$ cat src/rtl/prbs_sat_counter.sv
// prbs_sat_counter: saturating up-counter; clr and inc together yields 1
module prbs_sat_counter #(
  parameter int W = 16
) (
  input  logic         clk,
  input  logic         rst,
  input  logic         clr,
  input  logic         inc,
  output logic [W-1:0] q
);
  logic [W-1:0] base;
  assign base = clr ? '0 : q;
  always_ff @(posedge clk)
    if (rst) q <= '0;
    else q <= base + {{(W-1){1'b0}}, inc & ~&base};
endmodule

$ cat config.mk
export PLATFORM = sky130hd
export DESIGN_NAME = prbs_sat_counter
export DESIGN_NICKNAME = d
export VERILOG_FILES = /design/src/rtl/prbs_sat_counter.sv
export SDC_FILE = /design/constraint.sdc
export NUM_CORES = 1
export LEC_CHECK = 0
export CORE_MARGIN = 3
export CORE_UTILIZATION = 42
export DETAILED_ROUTE_END_ITERATION = 12
export PLACE_DENSITY = 0.69
export SLEW_MARGIN = 15
export SYNTH_ARGS = -nofsm -noshare
export SYNTH_HDL_FRONTEND = slang
export SYNTH_SLANG_ARGS = --single-unit
$ cat constraint.sdc
create_clock -name clk -period 2.37 [get_ports clk]
set_input_delay 0.5925 -clock clk [delete_from_list [all_inputs] [get_ports clk]]
set_output_delay 0.5925 -clock clk [all_outputs]
set_load 0.05 [all_outputs]
Word level (Yosys, flattened, before mapping)

Index checks and enable logic that the tools add are counted.
Widths: inputs -> output; s select.

Bits in registers: 16
Bits of input ports: 4
Output and inout port bits: 16
Word-level logic and storage cells: 6

Add/sub/neg operators: 1
Multiplexer cells: 1
Bitwise gates (word level): 1
Reduce and logical (&&, ||, !) cells: 2

Operator list:

| cell              | count |
|---|---|
| $add 16x1->16     | 1 |
| $mux 16           | 1 |
| $reduce_and 16->1 | 1 |
| $and 1x1->1       | 1 |
| $logic_not 1->1   | 1 |

Longest topological paths before layout

Gate-level depths: netlist (run 1).

Word-level depth: 5
Mapped depth: 11
Gate-level depth less buffers: 10

Worst setup path before layout (run 1)

Ideal clock, no wire load.

Path type: reg-to-reg
From: register q[3]
To: register q[12]
Library setup time: 128 ps
Arrival time: 2329 ps
Required time: 2242 ps
Slack: -86 ps
Cell stages (with the launch flop): 11
Path buffers: 0
Clock period less this slack: 2456 ps
Path through: dfxtp_1 nand4_2 nor3b_1 nand3_1 o21a_1 ha_1 ha_1 nand4b_1 nor3_1 xnor2_1 nor2_1

Longest elaborated chain between the ends: 5

RTL lines:

| item                   | line | text |
|---|---|---|
| start, declared        | 9    | `output logic [W-1:0] q` |
| start signal, assigned | 15   | `else q <= base + {{(W-1){1'b0}}, inc & ~&base};` |
| $mux 16 *              | 12   | `assign base = clr ? '0 : q;` |
| $reduce_and 16->1      | 15   |  |
| $logic_not 1->1        | 15   |  |
| $and 1x1->1            | 15   |  |
| $add 16x1->16 *        | 15   |  |

Mark *: on every way between the ends. The rest lies on a longest branch, timed or not.
A chain may end at the register's enable or synchronous reset.

Worst setup path after layout (run 1)

From: register q[7]
To: output q[7]

No word-level cell between the ends.

==> results of run 1 <==
cells by family after synthesis:
group | share of synthesized area (%)
compound gates | 7.63
xor+xnor | 11.1
simple gates | 34.5
fa+ha+maj | 3.18
buf+inv | 2.86
flops | 40.7
timing repair:
action | CTS | global route
hold buffers | 0 | 0
gates resized for setup | 1 | 2
endpoints found under the setup margin | 9 | 2
cell type report:
| cell class | count | area (sq um) | area share [%] |
|---|---|---|---|
| multi-input cells | 69 | 449 | 40.5 |
| flip-flops and latches | 16 | 328 | 29.6 |
| repair buffers | 29 | 260 | 23.5 |
| clock buffers | 4 | 36.3 | 3.27 |
| well taps | 25 | 31.3 | 2.82 |
| inverters | 1 | 3.75 | 0.339 |
cells in the mapped netlist:
| cell | number |
|---|---|
| buf_6 | 1 |
| a41o_1 | 2 |
| nor4_2 | 2 |
| or3_1 | 2 |
| a21oi_1 | 2 |
| nand4_2 | 1 |
| o21ai_0 | 2 |
| and3_1 | 1 |
| nor3_1 | 3 |
| nand2_1 | 5 |
| xnor2_1 | 7 |
| nor2b_1 | 5 |
| nand3b_1 | 1 |
| clkbuf_1 | 2 |
| or2_2 | 1 |
| nor3b_1 | 1 |
| o21a_1 | 1 |
| nand4_1 | 1 |
| dfxtp_1 | 16 |
| nand4b_1 | 3 |
| nand3_1 | 5 |
| inv_1 | 1 |
| nor2_1 | 15 |
| and2b_1 | 2 |
| ha_1 | 2 |
| xor2_1 | 3 |
| a31oi_1 | 2 |
metrics by stage:
| stage | hold slack [ns] | std cells | cell area, sq um | TNS [ns] | setup WS (ns) |
|---|---|---|---|---|---|
| 2_1_floorplan | 0.650 | 89 | 800 | 0 | 0.0124 |
| 3_3_place_gp | 0.498 | 140 | 1080 | -3.70 | -0.364 |
| 3_5_place_dp | 0.511 | 140 | 1080 | -4.65 | -0.469 |
| 4_1_cts | 0.533 | 144 | 1110 | 0 | 0.0952 |
| 5_1_grt | 0.568 | 144 | 1110 | 0 | 0.141 |
| 6_report | 0.524 | 144 | 1110 | 0 | 0.196 |
worst register-to-register path, stage by stage, from the launching register on:
cell,delay [ns]
dfxtp_2,0.38
nand4_2,0.13
nor3b_1,0.28
nand3_1,0.12
o21a_1,0.18
ha_1,0.21
ha_2,0.20
nand4b_1,0.15
nor3_1,0.08
xnor2_1,0.14
nor2_1,0.05
where the power goes:
part / total, mW / switching [mW] / internal, mW / leakage [nW]
Combinational: 0.0342 / 0.0184 / 0.0158 / 0.250
Clock: 0.177 / 0.0840 / 0.0935 / 0.0210
Sequential: 0.272 / 0.00132 / 0.270 / 0.132
how the worst max path moves through the flow:
stage                     from    end  slack (ns)  cells past startpoint
final                     q[7]   q[7]        0.20                      1
after detailed placement   clr   q[8]       -0.47                     10
after global placement     clr  q[12]       -0.36                     11
after CTS                  clr   q[8]         0.1                     10
after global routing      q[2]  q[12]        0.14                     10
after floorplan            clr   q[8]        0.01                     10
routing by layer:
layer,GRT usage (%),wire [um]
met1,19.0,823
met2,23.4,729
met3,2.75,62
met4,8.53,17
met5,0,0
==> results.yml, run 1 <==
power:
  total_power_mw: 0.483
  p_leak_nw: 0.404
  power_density_nw_per_um2: 436
  vdd_drop_max_mv: 0.342
final_layout:
  top_register: "q"
  largestRegisters: "q x16"
  largest_reg_flops: 16
  final_nets: 126
  most-common-layout-cells: "clkdlybuf4s50_1, nor2_1, buf_4, dfxtp_1, xnor2_1"
  fin_util_pct: 63.5
  drive_gt1_share_pct: 22.7
  diodes: 0
  n_fill_cell: 160
  area_growth_pct: 40.9
  mostFrequentLayoutCell: "clkdlybuf4s50_1"
floorplanning:
  die_area_sq_um: 2430
  io_pins: 20
  die_x_um: 49.3
  start_util_pct: 45.1
  coreArea_sq_um: 1750
  die_y_um: 49.3
  rows: 15
critical_path:
  rr_endpoint: "q[12]"
  slowest_delay_ns: 0.85
  worstPathArrival_ns: 1.58
  cp_top_family: "buffers and inverters"
  start_kind: "flop"
  worst-r2r-setup-slack_ns: 0.35
  r2r-start: "q[2]"
  cp.required_ns: 1.78
  cp_cell_sequence: "clkdlybuf4s50_1"
  r2r_cells: 10
  criticalPathCategory: "flop to output pin"
  crit_buf_inv: 1
  cp_max_fo: 7
  cp_slowest_cell: "clkdlybuf4s50_1"
  end_kind: "output pin"
timing:
  worst_pin_slew_ns: 0.503
  finalCritPeriodShare_pct: 91.7
  fin_skew_ns: 0.00313
  final-hold-violation-count: 0
  slew_violations: 0
  timing.fmax_mhz: 460
  setup-violations-final: 0
  rsz0062_at_grt: "false"
  slew_headroom_pct: 66.3
  fin_crit_ns: 2.17
placement:
  port_buffers: 19
  post-dp-hpwl_um: 1290
  gp_congestion: 0.813
clock_network:
  cts-buffers-inserted: 3
  cts.sinks: 16
  clockRootBuffer: "clkbuf_4"
  post_cts_buffers: 0
  h-tree-depth: 1
  clk_latency_ns: 0.28
  max-clock-path-buffers: 2
  cts_tree: "built"
  clkTransAtPathRegs_ns: 0.09
grt:
  antenna_found_initial: 0
  grt_pass1_vias: 655
  grt_start_max_net_pins: 12
  grt_pass1_wl_um: 2850
  grt-ovfl-total: 0
  track_usage_pct: 15.0
logic_synthesis:
  syn_nets: 95
  ys_seq_area_share_pct: 40.7
  synthCells: 89
  synthTopCellsByArea: "dfxtp_1, xnor2_1, nor2_1"
  ys_types: 27
  synth_warnings: 0
  ys_seq_elements: 16
  syn_area_per_cell_sq_um: 8.84
  yosysTopAreaCellShare_pct: 40.7
  synth_area_sq_um: 787
  yosys.area.top_type: "dfxtp_1"
outcome:
  outcome: "complete, no violations"
routing:
  vias_per_cell: 4.97
  via_count: 715
  ant_nets: 0
  wl_per_cell_um: 11.3
  drtPass1Iterations: 4
  wirelength_um: 1630
  drtIter0Drc: 9
  drc: 0
hold_path:
  worstHoldStart: "q[5]"
  hold_depth: 2
  worst_hold_path_type: "flop to flop"
  min_to: "q[5]"
run:
  cap_violations: 0
Note: power is estimated with default switching activity, not from simulation.
==> run 2, diff against run 1 <==
Settings changed: SLEW_MARGIN 15 to not set.
==> results of run 2 <==
No change in the layout: final DEF, timing and power equal those of run 1.
==> run 3, diff against run 2 <==
--- a/config.mk
+++ b/config.mk
@@ -10,4 +10,5 @@
 export DETAILED_ROUTE_END_ITERATION = 12
 export PLACE_DENSITY = 0.69
+export SLEW_MARGIN = 5
 export SYNTH_ARGS = -nofsm -noshare
 export SYNTH_HDL_FRONTEND = slang
==> constraint.sdc (replaced) <==
create_clock -name clk -period 2.37 [get_ports clk]
set_input_delay 0.474 -clock clk [delete_from_list [all_inputs] [get_ports clk]]
set_output_delay 0.474 -clock clk [all_outputs]
set_load 0.05 [all_outputs]
==> run 3 against run 2 <==
  * Sequential share of layout area up 0.13 points
  * Clock-buffer cell count shrank 1
  * Clock skew increased by 0.0024 ns
  * Worst hold slack better by 0.0059 ns
  * Sequential cell count is the same
  * Critical path depth increased by 1
  * Maximum frequency up 5.8%
  * Wire length is 5.3% higher
  * Global-route usage shrank 0.064 points
  * Largest cell class unchanged
  * Largest power group unchanged
==> results.yml, run 3 (same netlist as run 1, synthesis figures left out) <==
critical_path:
  slowest_delay_ns: 0.80
  end_kind: "output pin"
  worstPathArrival_ns: 1.58
  criticalPathCategory: "flop to output pin"
  cp_slowest_cell: "clkdlybuf4s50_1"
  cp_top_family: "buffers and inverters"
  start_kind: "flop"
  crit_buf_inv: 2
  cp_max_fo: 6
  cp_cell_sequence: "buf_4 > clkdlybuf4s50_1"
  cp.required_ns: 1.90
placement:
  dp_slack_ns: -0.268
  gp_congestion: 0.772
  dpl_cell_area_sq_um: 1080
  post-dp-hpwl_um: 1300
  port_buffers: 19
floorplanning:
  io_pins: 20
  die_y_um: 49.3
  start_util_pct: 45.1
  die_x_um: 49.3
  rows: 15
  coreArea_sq_um: 1750
  die_area_sq_um: 2430
routing:
  wl_per_cell_um: 11.9
  via_count: 703
  drtIter0Drc: 8
  drtPass1Iterations: 4
  wirelength_um: 1720
  drc: 0
  ant_nets: 0
  vias_per_cell: 4.88
grt:
  grt-ovfl-total: 0
  grt_pass1_vias: 621
  track_usage_pct: 14.9
  grt_start_max_net_pins: 12
  antenna_found_initial: 0
  grt_pass1_wl_um: 2820
clock_network:
  max-clock-path-buffers: 2
  h-tree-depth: 1
  ctsHoldBuffers: 0
  clkTransAtPathRegs_ns: 0.09
  cts_tree: "built"
  cts.sinks: 16
  clk_latency_ns: 0.28
  cts-buffers-inserted: 3
  clockRootBuffer: "clkbuf_4"
timing:
  worst_pin_slew_ns: 0.506
  slew_headroom_pct: 66.1
  final-hold-violation-count: 0
  fin_crit_ns: 2.06
  finalCritPeriodShare_pct: 86.7
  fin_ws_ns: 0.315
  timing.fmax_mhz: 487
  rsz0062_at_grt: "false"
  slew_violations: 0
  setup-violations-final: 0
  timing.setup.tns_ns: 0
  fin_skew_ns: 0.00555
final_layout:
  n_fill_cell: 162
  top_register: "q"
  drive_gt1_share_pct: 22.7
  area_growth_pct: 41.3
  final_nets: 127
  largestRegisters: "q x16"
  mostFrequentLayoutCell: "clkdlybuf4s50_1"
  largest_reg_flops: 16
  seqCellArea_sq_um: 330
  diodes: 0
  design_area_sq_um: 1110
  multi_input_area_sq_um: 449
  most-common-layout-cells: "clkdlybuf4s50_1, nor2_1, buf_4"
outcome:
  outcome: "complete, no violations"
hold_path:
  worst_hold_path_type: "flop to flop"
run:
  cap_violations: 0
power:
  p_leak_nw: 0.415
  power_density_nw_per_um2: 398
  vdd_drop_max_mv: 0.322
[run 3: cell types whose count changed in the layout (fill, tap and decap cells not counted)]
cell            previous run  this run
ha_1                       1         2
dfxtp_2                    6         8
dlymetal6s2s_1             0         1
nor2_2                     1         0
buf_4                     10        11
nor3b_2                    0         1
clkbuf_8                   1         0
ha_2                       1         0
nor3b_1                    1         0
clkbuf_2                   1         0
nor2_1                    14        15
dfxtp_1                   10         8
[run 3: tightest hold or removal path: cells and delay by family (launching register included)]
family / cells / cell delay, ns
DFF: 1 / 0.35
and+or+nand+nor: 1 / 0.08
xor gates and xnor gates: 1 / 0.07
[run 3: power by group]
group | total, mW | leakage [nW] | switching (mW) | internal [mW]
clock network | 0.136 | 0.0138 | 0.0774 | 0.0589
registers | 0.272 | 0.133 | 0.00127 | 0.270
logic | 0.0350 | 0.268 | 0.0186 | 0.0164
[run 3: layout make-up]
type                       count  share of cell area (%)
tap                           25                    2.81
timing repair buffer          30                    24.7
multi-input combinational     69                    40.4
inverter                       1                   0.337
sequential                    16                    29.7
clock buffer                   3                    2.02
[run 3: metal layers]
layer	global-route usage, %	routed length [um]	share of wire [%]	vias to the layer above
met2	23.7	798	46	15
li1	-	-	-	369
met1	18.8	831	48	317
met4	7.11	18	1.0	0
met5	0	0	0	-
met3	3.36	69	4.0	2
[run 3: per-stage QoR]
step,hold WS (ns),utilization (%),power [mW],cells
5_1_grt,0.570,63.7,0.469,144
3_5_place_dp,0.518,62.0,0.313,141
4_1_cts,0.538,63.3,0.451,144
2_1_floorplan,0.536,-,0.296,89
3_3_place_gp,0.499,62.0,0.313,141
6_report,0.530,63.7,0.443,144
[run 3: what timing repair did]
item | in CTS | in global routing
buffers inserted | 0 | 0
resized for setup | 0 | 2
setup endpoints to repair | 0 | 5
[run 3: worst paths after layout]
| check | startpoint | endpoint | slack [ns] | cells past startpoint |
|---|---|---|---|---|
| worst max-delay path | q[7] | q[7] | 0.31 | 2 |
| worst min-delay path | q[11] | q[11] | 0.53 | 2 |
| worst max register to register | q[8] | q[12] | 0.33 | 10 |
| worst min register to register | q[11] | q[11] | 0.53 | 2 |
